==> src/rtl/core_seq_pkg.sv <==
// Shared types and defaults for the core run sequencer.
// Holds the sequencer state encoding and default run constants.
package core_seq_pkg;

  typedef enum logic [2:0] {
    IDLE,
    RST,
    RUN,
    DONE,
    FAULT
  } seq_state_t;

  localparam int DONE_PC_DEF    = 183;
  localparam int RST_CYCLES_DEF = 2;

endpackage

==> src/rtl/dmem_port_arbiter.sv <==
// Grants the data-memory port to the host while the core is parked.
// host_gnt doubles as the dmem port-select mux control.
module dmem_port_arbiter (
  input  logic clk,
  input  logic reset,
  input  logic host_req,
  input  logic port_free,
  output logic host_gnt
);

  always_ff @(posedge clk) begin
    if (reset) begin
      host_gnt <= 1'b0;
    end else begin
      host_gnt <= host_req && port_free;
    end
  end

endmodule

==> src/rtl/core_run_sequencer.sv <==
// Core run sequencer: reset/release/completion watch plus dmem arbitration.
// Define SEQ_WATCHDOG_EN to enable the RUN-cycle watchdog and FAULT state.
module core_run_sequencer
  import core_seq_pkg::*;
#(
  parameter int PC_W       = 12,
  parameter int DONE_PC    = DONE_PC_DEF,
  parameter int RST_CYCLES = RST_CYCLES_DEF,
  parameter int CNT_W      = 32,
  parameter int MAX_CYCLES = 100000
) (
  input  logic             clk,
  input  logic             reset,
  input  logic             start,
  input  logic [PC_W-1:0]  pc_in,
  input  logic             host_req,
  output logic             host_gnt,
  output logic             core_reset,
  output logic             busy,
  output logic             done,
  output logic             timeout,
  output logic [CNT_W-1:0] cycle_count
);

  localparam int RW = (RST_CYCLES > 1) ? $clog2(RST_CYCLES) : 1;

  seq_state_t    state;
  logic          start_pending;
  logic [RW-1:0] rst_cnt;
  logic          launch;
  logic          port_free;
  logic          at_done;
  logic          wd_hit;

  assign port_free = (state == IDLE) || (state == DONE)
                  || (state == FAULT);
  assign launch    = start_pending && !host_gnt && !host_req;
  assign at_done   = (pc_in == PC_W'(DONE_PC));

`ifdef SEQ_WATCHDOG_EN
  assign wd_hit = (cycle_count == CNT_W'(MAX_CYCLES - 1));
`else
  logic unused_max;
  assign wd_hit     = 1'b0;
  assign unused_max = (MAX_CYCLES > 0);
`endif

  dmem_port_arbiter u_arb (
    .clk       (clk),
    .reset     (reset),
    .host_req  (host_req),
    .port_free (port_free),
    .host_gnt  (host_gnt)
  );

  always_ff @(posedge clk) begin
    if (reset) begin
      state         <= IDLE;
      core_reset    <= 1'b1;
      busy          <= 1'b0;
      done          <= 1'b0;
      timeout       <= 1'b0;
      cycle_count   <= '0;
      start_pending <= 1'b0;
      rst_cnt       <= '0;
    end else begin
      unique case (state)
        IDLE, DONE, FAULT: begin
          if (launch) begin
            state         <= RST;
            busy          <= 1'b1;
            rst_cnt       <= RW'(RST_CYCLES - 1);
            cycle_count   <= '0;
            done          <= 1'b0;
            timeout       <= 1'b0;
            start_pending <= 1'b0;
          end else if (start) begin
            start_pending <= 1'b1;
          end
        end
        RST: begin
          if (rst_cnt == '0) begin
            state      <= RUN;
            core_reset <= 1'b0;
          end else begin
            rst_cnt <= rst_cnt - 1'b1;
          end
        end
        RUN: begin
          if (!(&cycle_count)) begin
            cycle_count <= cycle_count + 1'b1;
          end
          // Completion outranks a watchdog expiry in the same cycle
          if (at_done) begin
            state      <= DONE;
            done       <= 1'b1;
            core_reset <= 1'b1;
            busy       <= 1'b0;
          end else if (wd_hit) begin
            state      <= FAULT;
            timeout    <= 1'b1;
            core_reset <= 1'b1;
            busy       <= 1'b0;
          end
        end
        default: begin
          state      <= IDLE;
          core_reset <= 1'b1;
          busy       <= 1'b0;
        end
      endcase
    end
  end

endmodule

==> config.mk <==
export PLATFORM = sky130hd
export DESIGN_NAME = core_run_sequencer
export DESIGN_NICKNAME = d
export VERILOG_FILES = /design/src/rtl/core_seq_pkg.sv /design/src/rtl/dmem_port_arbiter.sv /design/src/rtl/core_run_sequencer.sv
export SDC_FILE = /design/constraint.sdc
export NUM_CORES = 1
export LEC_CHECK = 0
export BUFFER_PORTS_ARGS = -buffer_cell sky130_fd_sc_hd__buf_4
export CORE_ASPECT_RATIO = 0.75
export CORE_MARGIN = 3
export CORE_UTILIZATION = 54
export CTS_BUF_LIST = sky130_fd_sc_hd__clkbuf_16
export DETAILED_ROUTE_END_ITERATION = 8
export HOLD_SLACK_MARGIN = 0.05
export PLACE_DENSITY_LB_ADDON = 0.05
export REMOVE_ABC_BUFFERS = 1
export SETUP_SLACK_MARGIN = 0.15
export SLEW_MARGIN = 10
export SYNTH_ARGS = -nofsm -noshare
export SYNTH_HDL_FRONTEND = slang
export SYNTH_HIERARCHICAL = 1
export SYNTH_SLANG_ARGS = --single-unit
==> constraint.sdc <==
create_clock -name clk -period 2.9 [get_ports clk]
set_input_delay 0.58 -clock clk [delete_from_list [all_inputs] [get_ports clk]]
set_output_delay 0.58 -clock clk [all_outputs]
set_load 0.01 [all_outputs]
==> metrics.md, run 1 <==
| Metric | Value |
|---|---|
| Syn Std Cell Area | 0.00227 mm^2 |
| Core Area | 0.00385 mm^2 |
| Slowest stage cell, crit path | or4_4 |
| Share of the yosys chip area belonging to registers | 35.3% |
| N_diodes | 0 |
| Area share of the largest cell type after synthesis | 35.3% |
| Endpoint class of the critical path | register |
| DRC | 0 |
| Later-pin clock latency in the skew report | 0.28 ns |
| Initial Util | 58.8% |
| Final hold violations | 0 |
| Main combinational cell family by area after synthesis | simple AND/OR/NAND/NOR gates |
| Setup Viol. Count Final | 0 |
| Area added between synthesis and finish | 24.1% |
| Post-Syn Instances | 275 |
| CP max stage delay | 0.64 ns |
| Status | completed |
| Synth area leader | dfxtp_1 |
| Hold-fix buffer count after cts | 0 |
| Post-synthesis simple-gate area fraction | 28.7% |
| Multiplexer area fraction after synthesis | 0.442% |
| RSZ-0062 raised after global routing | false |
| Routed vias | 2,413 |
| Dpl cell area | 0.00268 mm^2 |
| Cts repair resizes | 0 |
| Clock sinks | 40 |
| Max-slew violation count | 0 |
| Post-Syn Area per Cell | 8.24 um^2 |
| Die Width | 80.8 um |
| PortBufs | 51 |
| Die H | 62.1 um |
| Clk root buf | clkbuf_16 |
| Number of global-route vias before repair | 2,106 |
| Layout Skew | 0.00495 ns |
| CTS tree | yes |
| Period minus WS final | 2.52 ns |
| Die area | 0.00502 mm^2 |
| Layout cells sized above 1 | 25.1% |
| Max clock buf depth | 2 |
| Setup CP Type | register to register |
| Final Power | 1.72 mW |
| Xor-xnor portion of the synthesized cell area | 0% |
| Detailed router's first-iteration violation count | 201 |
| Tcrit/Tclk final | 87.0% |
| Synthesis Warnings | 6 |
| CP startpoint kind | register |
| Vias/cell | 6.37 |
| CP bufs+invs | 0 |
| CP arrival | 2.68 ns |
| Initial antenna violation count | 0 |
| Placer Congestion | 0.892 |
| Synth async-reset ratio | 0% |
| Max_slew headroom | 60.1% |
| Top Family by Delay on Critical Path | simple AND/OR/NAND/NOR gates |
| PD cells | 613 mW/mm^2 |
| Adder-cell share of the synthesized area | 2.21% |
| H-tree levels | 2 |
| Final Cell Area | 0.00281 mm^2 |
| Fmax | 396 MHz |
| Routed len/inst | 16.0 um |
| First-pass GRT wire length | 10.2 mm |
| Leak | 1.10 nW |
| Setup TNS | 0 ns |
| Grt total ovfl | 0 |
| Worst slew pin tran | 0.599 ns |
| Synth cell types | 47 |
| Worst Hold Class | register to register |
| Crit-path cells | ha_1 > nand3_1 > or4_4 > o31ai_4 > or4_1 > a31oi_1 |
| Ports | 53 |
| Max-Cap Viols | 0 |
| Row count | 19 |
| Overall routing resource usage | 24.9% |
| Antenna-violating nets left | 0 |
| Worst-path clk slew | 0.06 ns |
| CP required | 3.06 ns |
| Postcts setup bufs | 0 |
| NumNets Final | 347 |
| Maximum vdd drop | 0.505 mV |
| Largest net degree at the start of global routing | 23 |
| Most numerous cell in the Yosys netlist | dfxtp_1 |
| Fillers | 330 |
| TritonCTS Buffers | 5 |
| 1st-pass router iterations | 5 |
| Dpl hpwl | 4.35 mm |
| Worst Path Max Fanout | 14 |
| Top FF cell, synth | dfxtp_1 |
| Number of synthesized flops with an enable pin | 0 |
| Compound-Gate Fraction of Synth Area | 27.0% |
| Register bit count reported by yosys | 40 |
| Final wirelength | 6.05 mm |
| Commonest cells post-synth | 40 x dfxtp_1, 25 x nand2_1, 25 x o21ai_0 |
| Top cells by area, synth | dfxtp_1 35%, o21ai_0 5.5%, o31ai_1 5.3%, a21oi_1 4.4%, nand3_1 4.2% |
==> layout by cell type, fill, tap and decap left out, drive strengths merged <==
master and n:
a31oi 10, clkbuf 5, buf 60, dfxtp 40, or4b 1, o31ai 17
or2 1, a21boi 1, and3 6, inv 9, nand2b 1, ha 4
nand4 12, and4 5, nand2 25, a311oi 1, or2b 1, o31a 1
a22oi 2, o21ai 29, and3b 1, nand3 20, nand4bb 2, nor4b 1
o41ai 3, nor2 14, and2 6, o211ai 2, mux2i 1, clkinv 1
nor3 7, or4 3, conb 1, a41oi 5, nor4 5, o21a 1
a21oi 20, a41o 1, nand4b 2
==> cell type report <==
cell class / instances / area (um^2) / area share, %
multi-input combinational: 212 / 1330 / 47.4
timing repair buffer: 60 / 450 / 16.0
sequential: 40 / 801 / 28.5
clock inverter: 2 / 8.76 / 0.312
inverter: 8 / 30.0 / 1.07
clock buffer: 5 / 125 / 4.45
tap: 52 / 65.1 / 2.31
==> worst paths after layout <==
| check | slack, ns | cells after the start | to | start |
|---|---|---|---|---|
| worst max-delay path | 0.38 | 6 | cycle_count[16] | cycle_count[0] |
| worst min-delay path | 0.50 | 1 | cycle_count[31] | cycle_count[31] |
| worst max register to register | 0.38 | 6 | cycle_count[16] | cycle_count[0] |
| worst min register to register | 0.50 | 1 | cycle_count[31] | cycle_count[31] |
==> stage by stage <==
step	worst slack [ns]	utilization, %	hold slack (ns)	instances
after floorplan	0.262	-	0.495	260
after global placement	0.527	69.5	0.490	372
after detailed placement	0.441	69.5	0.491	372
after CTS	0.425	73.0	0.496	379
after global routing	0.211	73.0	0.507	379
final	0.377	73.0	0.501	379
==> metal layers <==
| metal | vias to the layer above | wire (um) | global-route usage (%) |
|---|---|---|---|
| met1 | 1130 | 2910 | 37.5 |
| li1 | 1158 | - | - |
| met5 | - | 0 | 0 |
| met4 | 0 | 57 | 8.02 |
| met2 | 117 | 2590 | 34.6 |
| met3 | 8 | 499 | 5.64 |
==> report_power, final <==
group	switching [mW]	internal [mW]
combinational	0.363	0.224
clock	0.207	0.309
sequential	0.0306	0.591
==> flip-flops by register name (all words and copies together) (netlist names) <==
signal and count:
busy 1, core_reset 1, cycle_count 32, done 1, rst_cnt 1, start_pending 1, state 2, u_arb/host_gnt 1
==> cells by family (layout without fill, tap and decap cells) <==
kind of cell    after synthesis  count (layout)
flops                        40              40
fa+ha+maj                     4               4
other cells                   1               1
mux                           1               1
compound gates               93              93
simple gates                113             113
buf+inv                      23              75
==> worst register-to-register path, cell delays in order (launching register included) <==
cell and delay [ns]:
dfxtp_1 0.41, ha_1 0.23, nand3_1 0.24, or4_4 0.64, o31ai_4 0.60, or4_1 0.21
a31oi_1 0.07
Power figures use the tool's default switching activity.
==> run 2: changes to the inputs <==
- CORE_UTILIZATION: 54 -> 48
- clock period: 2.9 -> 2.2 ns (I/O delays scaled with it)
==> run 2 against run 1 <==
Register-to-register slack worse by 0.30 ns. Sequential cell count unchanged. Global-route usage rose by 0.75 points. Highest routed layer unchanged. Setup slack got worse by 0.30 ns. Critical endpoint is now cycle_count[20]. Cell count grew 11%. Design area grew 19%. First-iteration DRC count is 52% higher. Die area up 11%. Non-clock buffer count rose by 36.
==> metrics.md, run 2 (synthesis gave the netlist of run 1 again) <==
| Metric | Value |
|---|---|
| Die H | 65.5 um (+5.5%) |
| PD cells | 790 mW/mm^2 (+29%) |
| Max_slew headroom | 65.9% (+5.9 points) |
| Later-pin clock latency in the skew report | 0.28 ns (about the same) |
| Core Area | 0.00428 mm^2 (+11%) |
| Worst Path Max Fanout | 7 (-7) |
| Worst slew pin tran | 0.506 ns (-0.0927 ns) |
| TritonCTS Buffers | 5 (unchanged) |
| N_diodes | 0 (unchanged) |
| Pre-CTS setup slack | -0.0224 ns (-0.463 ns) |
| Biggest register | cycle_count |
| Leak | 1.35 nW (+22%) |
| NumNets Final | 383 (+10%) |
| CTS tree | yes |
| Worst setup margin | 0.0723 ns (-0.304 ns) |
| Placer Congestion | 0.902 (+1.1%) |
| Tcrit/Tclk final | 96.7% (+9.7 points) |
| CP arrival | 2.33 ns (-0.35 ns) |
| Final core utilization | 78.0% (+5.0 points) |
| Max clock buf depth | 2 (unchanged) |
| Setup TNS | 0 ns (unchanged) |
| Initial Util | 53.0% (-5.9 points) |
| 1st-pass router iterations | 5 (unchanged) |
| Grt total ovfl | 0 (unchanged) |
| Setup Viol. Count Final | 0 (unchanged) |
| CP required | 2.40 ns (-0.66 ns) |
| Max-Cap Viols | 0 (unchanged) |
| DRC | 0 (unchanged) |
| Most frequent cells in the layout | 89 x buf_4, 36 x dfxtp_1, 22 x nand2_1 |
| Max-slew violation count | 0 (unchanged) |
| Area added between synthesis and finish | 47.4% |
| H-tree levels | 2 (unchanged) |
| Final Power | 2.64 mW (+53%) |
| Initial antenna violation count | 0 (unchanged) |
| Detailed router's first-iteration violation count | 306 (+52%) |
| Vias/cell | 6.27 (-1.4%) |
| Worst Hold Class | primary input to register |
| Setup CP Type | register to register |
| Final wirelength | 7.52 mm (+24%) |
| Reg2reg setup slack | 0.07 ns (-0.30 ns) |
| Die Width | 85.3 um (+5.6%) |
| Status | completed |
| Row count | 20 (+1) |
| CP startpoint kind | register |
| Ports | 53 (unchanged) |
| Routed vias | 2,629 (+9.0%) |
| Die area | 0.00559 mm^2 (+11%) |
| Period minus WS final | 2.13 ns (-0.396 ns) |
| Dpl cell area | 0.00292 mm^2 (+9.0%) |
| Endpoint class of the critical path | register |
| Routed len/inst | 17.9 um (+12%) |
| Layout Skew | 0.00607 ns (+0.00112 ns) |
| Maximum vdd drop | 0.524 mV (+3.7%) |
| Largest register FFs | 32 (unchanged) |
| RSZ-0062 raised after global routing | true |
| Antenna-violating nets left | 0 (unchanged) |
| Layout cells sized above 1 | 42.6% (+18 points) |
| Clock sinks | 40 (unchanged) |
| Hold-fix buffer count after cts | 0 (unchanged) |
| Worst-path clk slew | 0.06 ns (about the same) |
| Dpl hpwl | 4.95 mm (+14%) |
| Final Cell Area | 0.00334 mm^2 (+19%) |
| Clk root buf | clkbuf_16 |
| Overall routing resource usage | 25.7% (+0.75 points) |
| Largest regs | cycle_count x32, state x2 |
| Fillers | 287 (-13%) |
| Largest net degree at the start of global routing | 23 (unchanged) |
| Fmax | 470 MHz (+19%) |
| Commonest non-fill, non-tap cell in the layout | buf_4 |
| First-pass GRT wire length | 11.5 mm (+13%) |
| PortBufs | 51 (unchanged) |
| Final hold violations | 0 (unchanged) |
| Number of global-route vias before repair | 2,339 (+11%) |
==> run 2: changes by cell type in the layout (fill, tap and decap cells not counted), sizes merged <==
cell,before,now
inv,9,8
buf,60,96
clkinv,1,3
==> run 2: worst max-delay path, cell delays in order, from the launching register on <==
cell and delay [ns]:
dfxtp_2 0.36, ha_4 0.15, nand3_4 0.07, or4_4 0.59, o41ai_4 0.49, buf_6 0.22, o21ai_1 0.08, o31ai_1 0.07
==> run 2: stage by stage <==
stage | hold WS (ns) | cells
finish | 0.417 | 419
floorplan | 0.495 | 260
global route | 0.435 | 419
detailed placement | 0.497 | 405
CTS | 0.412 | 415
global placement | 0.495 | 405
==> run 2: path summary, 6_finish.rpt <==
check	startpoint	end	cells past startpoint
max	cycle_count[1]	cycle_count[20]	7
min	host_req	u_arb/host_gnt	2
max reg2reg	cycle_count[1]	cycle_count[20]	7
min reg2reg	cycle_count[24]	cycle_count[24]	1
==> run 2: area by class of cell <==
type                    count  area, um^2  area share, %
repair buffers             96         764           22.9
multi-input cells         212        1530           45.7
well taps                  55        68.8           2.06
inverters                   8        30.0          0.899
clock buffers               5         125           3.75
clock inverters             3        18.8          0.562
flip-flops and latches     40         806           24.1
==> run 2: where the power goes <==
part / switching (mW) / internal [mW] / leakage, nW
sequential: 0.0443 / 0.779 / 0.326
clock: 0.308 / 0.418 / 0.0736
combinational: 0.634 / 0.455 / 0.948
==> run 2: repair_timing <==
item	CTS	global route
gates cloned	1	1
pin swaps	3	30
endpoints found under the setup margin	22	31
setup buffers	1	3
gates resized for setup	7	63
==> run 2: per-layer routing <==
metal,GRT usage [%],share of wire [%]
met1,38.0,45
met2,36.6,43
met3,6.27,10
met4,7.31,1.8
met5,0,0
==> run 3: changes to the inputs <==
- CORE_UTILIZATION: 48 -> 50
- SYNTH_HIERARCHICAL: 1 -> unset
==> run 3 against run 2 <==
Utilization shrank 5.4 points. Wire length up 6.3%. Synthesized cell count is 19% higher. Sequential power down 1%. First-iteration DRC count fell by 12%. Non-clock buffer count is 18 lower. Register-to-register slack better by 0.15 ns. Clock skew fell by 0.0011 ns. Area after synthesis rose by 13%. Largest cell class unchanged. Hold slack gained 0.024 ns. Global-route usage grew 1.7 points. Sequential share of layout area grew 0.052 points.
==> metrics.md, run 3 <==
| Metric | Value |
|---|---|
| Worst setup margin | 0.223 ns (+0.151 ns) |
| Pre-CTS setup slack | 0.0526 ns (+0.0751 ns) |
| Clk root buf | clkbuf_16 |
| GR Layer Usage met1 | 38.5% (+0.54 points) |
| Tcrit/Tclk final | 89.9% (-6.9 points) |
| Post-Syn Area per Cell | 7.78 um^2 (-5.6%) |
| Antenna-violating nets left | 0 (unchanged) |
| Compound-Gate Fraction of Synth Area | 21.7% (-5.3 points) |
| Layout Skew | 0.00501 ns (-0.00106 ns) |
| Share of the yosys chip area belonging to registers | 31.4% (-4.0 points) |
| Core Area | 0.00468 mm^2 (+9.3%) |
| NumNets Final | 414 (+8.1%) |
| Commonest cells post-synth | 40 x dfxtp_1, 38 x o21ai_0, 29 x nand2_1 |
| CP startpoint kind | register |
| GRT busiest layer | met2 |
| Post-synthesis simple-gate area fraction | 39.0% (+10 points) |
| Hold depth | 2 (unchanged) |
| N_diodes | 0 (unchanged) |
| Clock sinks | 40 (unchanged) |
| # placed instances | 438 (+8.1%) |
| PD cells | 675 mW/mm^2 (-15%) |
| Worst Path Max Fanout | 16 (+9) |
| CTS tree | yes |
| Top FF cell, synth | dfxtp_1 |
| Worst r2r path cells | 7 (unchanged) |
| Worst Hold Class | primary input to register |
| Placer Congestion | 0.882 (-2.2%) |
| Commonest non-fill, non-tap cell in the layout | buf_4 |
| Routed vias | 2,868 (+9.1%) |
| H-tree levels | 2 (unchanged) |
| Adder-cell share of the synthesized area | 1.96% (-0.25 points) |
| Post-route insts no fill | 452 (+7.9%) |
| Dpl cell area | 0.00310 mm^2 (+6.1%) |
| Row count | 21 (+5.0%) |
| Initial antenna violation count | 0 (unchanged) |
| Most frequent cells in the layout | 72 x buf_4, 38 x o21ai_0, 27 x dfxtp_1 |
| Status | completed |
| TritonCTS Buffers | 5 (unchanged) |
| Multi-input gate area | 0.00171 mm^2 (+12%) |
| Leak | 1.22 nW (-9.8%) |
| Setup CP Type | register to register |
| Later-pin clock latency in the skew report | 0.28 ns (about the same) |
| Worst-path clk slew | 0.06 ns (about the same) |
| Largest net degree at the start of global routing | 25 (+8.7%) |
| Max-slew violation count | 0 (unchanged) |
| Xor-xnor portion of the synthesized cell area | 0% (unchanged) |
| Vias/cell | 6.35 (+1.1%) |
| Biggest register | cycle_count |
| Reg2reg end | cycle_count[22] |
| Synth async-reset ratio | 0% (unchanged) |
| Crit. Startpoint | state[0] |
| Register bit count reported by yosys | 40 (unchanged) |
| Hold Path End | u_arb.host_gnt |
| Final core utilization | 72.7% (-5.4 points) |
| Fmax | 506 MHz (+7.6%) |
| Reg2reg setup slack | 0.22 ns (+0.15 ns) |
| Post-Syn Instances | 328 (+19%) |
| Main combinational cell family by area after synthesis | simple AND/OR/NAND/NOR gates |
| Setup Viol. Count Final | 0 (unchanged) |
| DRC | 0 (unchanged) |
| RSZ-0062 raised after global routing | false |
| Syn Std Cell Area | 0.00255 mm^2 (+13%) |
| Synth cell types | 56 (+19%) |
| Largest regs | cycle_count x32, state x2 |
| Top cells by area, synth | dfxtp_1 31%, o21ai_0 7.5%, a21oi_1 4.3%, nand2_1 4.3%, a31oi_1 3.9% |
| Final Cell Area | 0.00340 mm^2 (+1.8%) |
| Die Width | 88.5 um (+3.7%) |
| Most numerous cell in the Yosys netlist | dfxtp_1 |
| M2 GR Usage | 43.3% (+6.7 points) |
| 1st-pass router iterations | 5 (unchanged) |
| Synth area leader | dfxtp_1 |
| Grt total ovfl | 0 (unchanged) |
| Routed len/inst | 17.7 um (-1.5%) |
| Overall routing resource usage | 27.4% (+1.7 points) |
| Maximum vdd drop | 0.625 mV (+19%) |
| Largest register FFs | 32 (unchanged) |
| R2r startpoint | state[0] |
| Die H | 67.9 um (+3.6%) |
| Fin Hold WS | 0.441 ns (+0.0240 ns) |
| Worst Hold Launch | host_req |
| Initial Util | 54.5% (+1.6 points) |
| Layout cells sized above 1 | 32.4% (-10 points) |
| Dpl hpwl | 5.41 mm (+9.3%) |
| CP arrival | 2.18 ns (-0.15 ns) |
| Multiplexer area fraction after synthesis | 0.883% (+0.44 points) |
| Synthesis Warnings | 0 (-6) |
| Endpoint class of the critical path | register |
| Ports | 53 (unchanged) |
| Area share of the largest cell type after synthesis | 31.4% (-4.0 points) |
| Max-Cap Viols | 0 (unchanged) |
| Number of synthesized flops with an enable pin | 0 (unchanged) |
| CP required | 2.40 ns (about the same) |
| Met3 usage | 4.69% (-1.6 points) |
| Register area | 822 um^2 (+2.0%) |
| Final hold violations | 0 (unchanged) |
| PortBufs | 51 (unchanged) |
| Area added between synthesis and finish | 33.3% |
| Final wirelength | 7.99 mm (+6.3%) |
| Die area | 0.00600 mm^2 (+7.4%) |
| Number of global-route vias before repair | 2,733 (+17%) |
| Detailed router's first-iteration violation count | 269 (-12%) |
| Max clock buf depth | 2 (unchanged) |
| Period minus WS final | 1.98 ns (-0.151 ns) |
| Fillers | 382 (+33%) |
| First-pass GRT wire length | 13.0 mm (+13%) |
run 3: changes by cell type after synthesis, moves of 6 or more:
cell,delta
o31ai_1,-16
o21ai_0,+13
nor3_1,+11
or4_1,+7
a31oi_1,+6
run 3: logic make-up (layout without fill, tap and decap cells):
family,after synthesis,count (layout)
adder cells (fa/ha/maj),4,4
flip-flops,40,40
AND/OR/NAND/NOR,157,157
buffers and inverters,28,95
AO/OA/AOI/OAI,96,96
multiplexers,2,2
other,1,1
run 3: report_power, final:
part	switching (mW)	internal [mW]	total [mW]
clock network	0.274	0.408	0.681
registers	0.0425	0.774	0.816
logic	0.487	0.311	0.798
total	0.803	1.49	2.30
run 3: final cells by class:
cell class	instances	area share, %
Clock buffer	5	3.68
Clock inverter	3	0.331
Inverter	9	0.994
Multi-Input combinational cell	260	50.3
Sequential cell	40	24.2
Tap cell	57	2.10
Timing Repair Buffer	78	18.4
run 3: critical path, stage by stage, from the launching register on:
cell	delay, ns
dfxtp_4	0.36
inv_2	0.05
ha_4	0.26
and4bb_2	0.29
nor2_4	0.09
buf_6	0.16
or4_1	0.52
a31oi_1	0.17
run 3: stage by stage:
step	total power [mW]	setup TNS (ns)
after floorplan	1.22	-26.16
after global placement	1.50	0
after detailed placement	1.52	0
after CTS	2.24	0
after global routing	2.44	0
final	2.30	0
run 3: worst max path at each step:
stage / end / cells past startpoint / slack (ns)
after global routing: cycle_count[31] / 8 / 0.13
after global placement: cycle_count[30] / 6 / 0.15
after floorplan: cycle_count[14] / 6 / -0.90
after CTS: cycle_count[30] / 5 / 0.14
final: cycle_count[22] / 7 / 0.22
after detailed placement: cycle_count[30] / 6 / 0.05
run 3: routing by layer:
metal / up-vias / routed length [um]
li1: 1388 / -
met1: 1361 / 3720
met2: 115 / 3640
met3: 4 / 577
met4: 0 / 43
met5: - / 0
run 3: timing repair:
| item | CTS | global route |
|---|---|---|
| endpoints found under the setup margin | 12 | 30 |
| hold buffers | 0 | 0 |
| gates resized for setup | 7 | 29 |
| pin swaps | 1 | 8 |
| gates cloned | 0 | 0 |
| buffers inserted | 2 | 4 |
